==> config.mk <==
export PLATFORM = sky130hd
export DESIGN_NAME = bin_to_bcd_seq
export DESIGN_NICKNAME = d
export VERILOG_FILES = /design/src/rtl/bcd_pkg.sv /design/src/rtl/bin_to_bcd_seq_add3.sv /design/src/rtl/bin_to_bcd_seq.sv
export SDC_FILE = /design/constraint.sdc
export NUM_CORES = 1
export LEC_CHECK = 0
export ABC_CLOCK_PERIOD_IN_PS = 4100
export CORE_MARGIN = 4
export CORE_UTILIZATION = 35
export CTS_CLUSTER_SIZE = 12
export DETAILED_ROUTE_END_ITERATION = 8
export DONT_BUFFER_PORTS = 1
export MAX_ROUTING_LAYER = met4
export PLACE_DENSITY = 0.51
export SETUP_SLACK_MARGIN = 0.05
export SYNTH_ARGS = -nofsm -noshare
export SYNTH_HDL_FRONTEND = slang
export SYNTH_HIERARCHICAL = 1
export SYNTH_SLANG_ARGS = --single-unit
==> constraint.sdc <==
create_clock -name clk -period 4.1 [get_ports clk]
set_input_delay 0 -clock clk [delete_from_list [all_inputs] [get_ports clk]]
set_output_delay 0 -clock clk [all_outputs]
set_load 0.02 [all_outputs]
==> src/rtl/bcd_pkg.sv <==
// Shared types and constants for the sequential binary-to-BCD converter.
package bcd_pkg;

   typedef enum logic [1:0] {
      IDLE,
      SHIFT,
      LOAD
   } state_e;

   localparam int                   DIGIT_W       = 4;
   localparam logic [DIGIT_W-1:0]   ADD3_THRESH   = 4'd5;
   localparam logic [DIGIT_W-1:0]   BCD_MAX_DIGIT = 4'd9;

   // Largest value that fits in the given number of decimal digits.
   function automatic longint unsigned max_value(input int unsigned digits);
      longint unsigned v;
      v = 1;
      for (int unsigned i = 0; i < digits; i++) begin
         v = v * 10;
      end
      return v - 1;
   endfunction

endpackage

==> src/rtl/bin_to_bcd_seq_add3.sv <==
// Double-dabble digit correction: add 3 to a BCD digit of 5 or more before shifting.
module bcd_add3
   import bcd_pkg::*;
(
   input  logic [DIGIT_W-1:0] in_i,
   output logic [DIGIT_W-1:0] out_o
);

   assign out_o = (in_i >= ADD3_THRESH) ? in_i + 4'd3 : in_i;

endmodule

==> src/rtl/bin_to_bcd_seq.sv <==
// Sequential shift-and-add-3 binary to BCD converter with start/busy/done handshake.
// state | meaning
// IDLE  | waiting for start; result registers hold last conversion
// SHIFT | one add-3/shift step per edge, WIDTH steps total
// LOAD  | check overflow, publish digits, pulse done
module bin_to_bcd_seq
   import bcd_pkg::*;
#(
   parameter int WIDTH  = 14,
   parameter int DIGITS = 4
) (
   input  logic             clk,
   input  logic             rst,
   input  logic             start,
   input  logic [WIDTH-1:0] bin,
   output logic             busy,
   output logic             done,
   output logic             ovf,
   output logic [3:0]       bcd0,
   output logic [3:0]       bcd1,
   output logic [3:0]       bcd2,
   output logic [3:0]       bcd3
);

   localparam int SW = (DIGITS + 1) * DIGIT_W;
   localparam int CW = $clog2(WIDTH + 1);

   state_e                        state_q, state_d;
   logic [WIDTH-1:0]              shift_q, shift_d;
   logic [SW-1:0]                 scr_q, scr_d, scr_adj;
   logic [CW-1:0]                 cnt_q, cnt_d;
   logic                          busy_q, busy_d;
   logic                          done_q, done_d;
   logic                          ovf_q, ovf_d;
   logic [3:0][DIGIT_W-1:0]       bcd_q, bcd_d;
   logic                          of;

   for (genvar g = 0; g < DIGITS + 1; g++) begin : g_add3
      bcd_add3 u_add3 (
         .in_i  (scr_q[g*DIGIT_W +: DIGIT_W]),
         .out_o (scr_adj[g*DIGIT_W +: DIGIT_W])
      );
   end

   always_ff @(posedge clk or posedge rst) begin
      if (rst) begin
         state_q <= IDLE;
         shift_q <= '0;
         scr_q   <= '0;
         cnt_q   <= '0;
         busy_q  <= 1'b0;
         done_q  <= 1'b0;
         ovf_q   <= 1'b0;
         bcd_q   <= '0;
      end else begin
         state_q <= state_d;
         shift_q <= shift_d;
         scr_q   <= scr_d;
         cnt_q   <= cnt_d;
         busy_q  <= busy_d;
         done_q  <= done_d;
         ovf_q   <= ovf_d;
         bcd_q   <= bcd_d;
      end
   end

   always_comb begin
      state_d = state_q;
      shift_d = shift_q;
      scr_d   = scr_q;
      cnt_d   = cnt_q;
      busy_d  = busy_q;
      done_d  = 1'b0;
      ovf_d   = ovf_q;
      bcd_d   = bcd_q;
      of      = 1'b0;

      case (state_q)
         IDLE: begin
            if (start) begin
               shift_d = bin;
               scr_d   = '0;
               cnt_d   = CW'(WIDTH);
               busy_d  = 1'b1;
               state_d = SHIFT;
            end
         end
         SHIFT: begin
            {scr_d, shift_d} = {scr_adj, shift_q} << 1;
            cnt_d = cnt_q - 1'b1;
            if (cnt_q == CW'(1)) begin
               state_d = LOAD;
            end
         end
         LOAD: begin
            // Extra top digit nonzero means the value exceeds the DIGITS range.
            of = (scr_q[SW-1 -: DIGIT_W] != '0);
            for (int i = 0; i < DIGITS; i++) begin
               if (scr_q[i*DIGIT_W +: DIGIT_W] > BCD_MAX_DIGIT) begin
                  of = 1'b1;
               end
            end
            ovf_d = of;
            for (int i = 0; i < 4; i++) begin
               if (of) begin
                  bcd_d[i] = BCD_MAX_DIGIT;
               end else if (i < DIGITS) begin
                  bcd_d[i] = scr_q[i*DIGIT_W +: DIGIT_W];
               end else begin
                  bcd_d[i] = '0;
               end
            end
            done_d  = 1'b1;
            busy_d  = 1'b0;
            state_d = IDLE;
         end
         default: begin
            state_d = IDLE;
         end
      endcase
   end

   assign busy = busy_q;
   assign done = done_q;
   assign ovf  = ovf_q;
   assign bcd0 = bcd_q[0];
   assign bcd1 = bcd_q[1];
   assign bcd2 = bcd_q[2];
   assign bcd3 = bcd_q[3];

endmodule

### After elaboration in Yosys (flattened, before gate mapping)

Cells that the tools add are included.

| operators by class | value |
|---|---|
| reductions and logical operators | 7 |
| bitwise operators | 0 |
| magnitude comparators | 9 |
| equality and inequality tests | 5 |
| shift-type cells | 0 |
| multiplexer cells | 26 |
| $mul | 0 |
| divide/modulo/power cells | 0 |
| $add $sub $neg | 6 |

Operator list:

| kind | number |
|---|---|
| case mux 20 bit (2 select lines) | 1 |
| two-way mux 4 bit | 9 |
| case mux 14 bit (2 select lines) | 1 |
| >= comparator 4 x 3 -> 1 bit (second input constant) | 5 |
| two-way mux 20 bit | 1 |
| adder 4 x 2 -> 4 bit (second input constant) | 4 |
| greater-than comparator 4 bit (second input constant) | 4 |
| two-way mux 14 bit | 1 |
| case mux 4 bit (2 select lines) | 1 |
| two-way mux 1 bit | 7 |
| AND reduction 2 bit | 3 |
| equality test 4 x 1 -> 1 bit (second input constant) | 1 |
| two-way mux 2 bit | 2 |
| != test 2 bit (second input constant) | 2 |
| case mux 2 bit (2 select lines) | 1 |
| nonzero test 2 bit | 2 |
| nonzero test 4 bit | 1 |
| subtractor 4 x 1 -> 4 bit (second input constant) | 1 |
| adder 3 x 2 -> 3 bit (second input constant) | 1 |
| two-way mux 3 bit | 1 |
| equality test 2 x 1 -> 1 bit (second input constant) | 1 |
| equality test 2 bit (second input constant) | 1 |
| zero test 2 bit | 1 |
| case mux 1 bit (2 select lines) | 1 |

| word-level totals | value |
|---|---|
| memories | 0 |
| memory bits (writable) | 0 |
| latch bits | 0 |
| bits in registers | 59 |
| bits of input ports | 17 |
| memory bits (read-only) | 0 |
| output and inout bits | 19 |
| word-level logic and storage cells | 64 |

### Longest topological paths before layout

| depth | value |
|---|---|
| depth in word-level cells | 7 |
| depth in mapped cells | 7 |
| gate-level depth less buffers | 7 |

### By module

The synthesis kept the hierarchy.

Modules (own cells, without submodules):

| module | seq. area each (um2) | cells each | area an instance (um2) | instances |
|---|---|---|---|---|
| bin_to_bcd_seq | 1476.4 | 255 | 2521.2 | 1 |
| bcd_add3 | 0.0 | 16 | 101.3 | 5 |

### Worst setup path after synthesis

No wires, ideal clock.

| timing path | value |
|---|---|
| kind | register to register |
| start | reg scr_q[2] |
| end | reg bcd_q (netlist bit bcd1[3]) |
| buffers on the path | 0 |
| cell stages (with the launch flop) | 4 |
| period minus slack after synthesis | 1.359 ns |
| setup time | 0.126 ns |
| required time | 3.974 ns |
| slack | 2.741 ns |
| data arrival time | 1.233 ns |
| path through | dfrtp_1 o21ai_1 nand4_2 o32a_1 |

| on the way | value |
|---|---|
| word-level cells in the longest chain between the ends | 7 |

Ends and longest elaborated chain:

| what | RTL line | text |
|---|---|---|
| from (decl) | bin_to_bcd_seq.sv:30 | `logic [SW-1:0] scr_q, scr_d, scr_adj;` |
| from (signal assigned) | bin_to_bcd_seq.sv:58 | `scr_q <= scr_d;` |
| greater-than comparator 4 bit | bin_to_bcd_seq.sv:99 | `if (scr_q[i*DIGIT_W +: DIGIT_W] > BCD_MAX_DIGIT) begin` |
| two-way mux 1 bit (4 in a row) | bin_to_bcd_seq.sv:99 |  |
| two-way mux 1 bit | bin_to_bcd_seq.sv:78 | `case (state_q)` |
| two-way mux 4 bit | bin_to_bcd_seq.sv:105 | `if (of) begin` |
| to (signal assigned) | bin_to_bcd_seq.sv:54 | `bcd_q <= '0;` |
| to (signal assigned) | bin_to_bcd_seq.sv:63 | `bcd_q <= bcd_d;` |
| to (decl) | bin_to_bcd_seq.sv:35 | `logic [3:0][DIGIT_W-1:0] bcd_q, bcd_d;` |

No other way between the ends. The select of a mux whose other input is x is not followed.
A chain may end at the register's enable or synchronous reset.

### Worst setup path in the final report

| timing path | value |
|---|---|
| start | reg state_q[1] |
| end | reg cnt_q[3] |

| on the way | value |
|---|---|
| word-level cells in the longest chain between the ends | 3 |
| elaborated cells on any way between the ends | 6 |
| those cells by class | 2 x eq/ne; 1 x mux; 3 x reduce/logical |

Ends and longest elaborated chain:

| what | RTL line | text |
|---|---|---|
| from (decl) | bin_to_bcd_seq.sv:28 | `state_e state_q, state_d;` |
| from (signal assigned) | bin_to_bcd_seq.sv:56 | `state_q <= state_d;` |
| equality test 2 x 1 -> 1 bit / zero test 2 bit (equally long branches) | bin_to_bcd_seq.sv:78 |  |
| nonzero test 2 bit (no source line) / != test 2 bit (equally long branches) | n/a |  |
| AND reduction 2 bit (no source line) | n/a |  |
| to (signal assigned) | bin_to_bcd_seq.sv:59 | `cnt_q <= cnt_d;` |
| to (decl) | bin_to_bcd_seq.sv:31 | `logic [CW-1:0] cnt_q, cnt_d;` |

Parallel ways exist; a longest one is shown, timed or not.

==> out/metrics.csv <==
metric;value;unit
status;finished, final reports clean;
holdPathStages;3;
grt_pass1_wl;10400;um
gp_congestion;0.690;
hp-start;start;
pwr-share-seq;43.4;%
synth_nets;360;
min_path_type;in2reg;
slew_violations;0;
dieArea;0.0101;mm^2
wl_per_cell;14.0;um
path_class;reg2reg;
grtUsageTotal;13.7;%
reg2reg_slack;2.27;ns
syn_area_per_cell;9.09;um^2
cts.sinks;59;
vias;2318;
p_int;1.53;mW
finalCritPeriodShare;44.5;%
rsz0062_at_grt;no;
critPathMaxFanout;54;
clock_skew;0.00791;ns
switchingPower;1.12;mW
setup_viol;0;
pwr-share-clk;19.8;%
dr.pass1.iters;4;
required;4.37;ns
critPathLaunchType;register;
drc;0;
finalCriticalPeriod;1.83;ns
ir_worst_vdd;0.333;mV
ioPinCount;36;
r2r_cells;3;
clk_pin_slew;0.07;ns
cap_violations;0;
cts_tree;yes;
worstMarginPinSlew;0.998;ns
timing.rr.end;cnt_q[3]$_DFFE_PP0P_;
relSlewSlack;33.5;%
io_buffer_count;0;
hold_end;shift_q[0]$_DFFE_PP0P_;
fmax;548;MHz
vias_per_cell;5.08;
synth_cells;331;
clockRootBuffer;clkbuf_8;
comb_power_share;36.9;%
area_growth;13.8;%
synth.yosys.warnings;6;
cts_setup_buffers;0;
fp-row-count;33;
tns;0;ns
synth_area;0.00301;mm^2
swShare;42.2;%
pre_cts_slack;2.27;ns
dp_hpwl;4110;um
p_leak;1.61;nW
worstSkewPairLatency;0.34;ns
fin_nets;375;
cts.path.max_buffers;2;
cts_buffers;9;
die_x;101;um
layout_setup_ws;2.27;ns
finalHoldViolCount;0;
antenna-diode-count;0;
cts_resized;0;
wl;6390;um
worstPathArrival;2.09;ns
grt_pass1_vias;2007;
fp.dieH;101;um
antenna_found_initial;0;
ant_nets;0;
grt_overflow;0;
drive_above_1_share;8.83;%
power_density;773;mW/mm^2
ctsHoldBuffers;16;
r2r-start;state_q[1]$_DFFE_PP0P_;
drt-initial-drc-count;96;
power;2.65;mW
endpoint_kind;register;
grt_max_degree;60;
htreeDepth;3;
coreArea;0.00830;mm^2
start_util;36.2;%
==> critical path: stages (launching register included) <==
cell	delay, ns
dfrtp_1	0.42
nand2b_2	0.68
or3_1	0.56
nand3_1	0.09
==> flip-flops by register name, indices dropped and copies added, names as in the netlist <==
signal   flops
bcd0         4
bcd1         4
bcd2         4
bcd3         4
busy         1
cnt_q        4
done         1
ovf          1
scr_q       20
shift_q     14
state_q      2
==> through the flow <==
stage / area [um^2] / hold slack (ns) / cells / util, %
after floorplan: 3010 / 0.105 / 331 / -
after global placement: 3070 / 0.110 / 424 / 37.0
after detailed placement: 3070 / 0.112 / 424 / 37.0
after CTS: 3420 / 0.0636 / 456 / 41.2
after global routing: 3420 / 0.103 / 456 / 41.2
final: 3420 / 0.0924 / 456 / 41.2
==> power groups by stage <==
stage	Sequential (mW)	Clock [mW]	Combinational (mW)
2_1_floorplan	1.07	0	0.851
3_3_place_gp	1.16	0	0.968
3_5_place_dp	1.16	0	0.980
4_1_cts	1.15	0.542	0.996
5_1_grt	1.19	0.572	1.13
6_report	1.15	0.523	0.976
==> cell type report <==
type / instances / area, um^2
clock inverter: 5 / 52.6
sequential: 59 / 1480
timing repair buffer: 19 / 183
clock buffer: 11 / 141
multi-input combinational: 240 / 1380
fill: 811 / 4880
tap: 105 / 131
inverter: 17 / 63.8
==> how the worst max path moves through the flow <==
stage | from | end | slack [ns] | cells past startpoint
3_3_place_gp | state_q[1]$_DFFE_PP0P_ | cnt_q[3]$_DFFE_PP0P_ | 2.29 | 3
5_1_grt | state_q[1]$_DFFE_PP0P_ | cnt_q[3]$_DFFE_PP0P_ | 2.16 | 3
4_1_cts | state_q[1]$_DFFE_PP0P_ | cnt_q[3]$_DFFE_PP0P_ | 2.25 | 3
2_1_floorplan | rst | bcd0[0]$_DFFE_PP0P_ | 2.64 | 1
3_5_place_dp | state_q[1]$_DFFE_PP0P_ | cnt_q[3]$_DFFE_PP0P_ | 2.27 | 3
6_report | state_q[1]$_DFFE_PP0P_ | cnt_q[3]$_DFFE_PP0P_ | 2.27 | 3
==> layout by cell type (no fill, tap or decap), types with 2 or more instances in the layout <==
cell and count:
a21oi_1 3, a21oi_2 5, a31oi_1 13, a32o_1 4, buf_4 3, clkbuf_8 10
clkinv_2 3, dfrtp_1 59, dlygate4sd3_1 16, ha_1 12, inv_1 15, inv_2 2
mux2i_1 5, nand2_1 92, nand2b_1 10, nand3_1 23, nand3b_1 4, nand4_2 2
nor2_1 20, o21ai_0 14, o21ai_1 8, o32a_1 8, or3_1 2, xnor2_1 5
==> layer usage <==
layer,part of all wire [%],up-vias,global-route usage (%),routed length [um]
met1,49,1109,18.3,3160
met3,5.3,4,5.88,339
li1,-,1148,-,-
met5,0,-,-,0
met4,0.48,0,3.42,31
met2,45,57,19.1,2860
No activity file was read; power rests on OpenSTA's default activity.
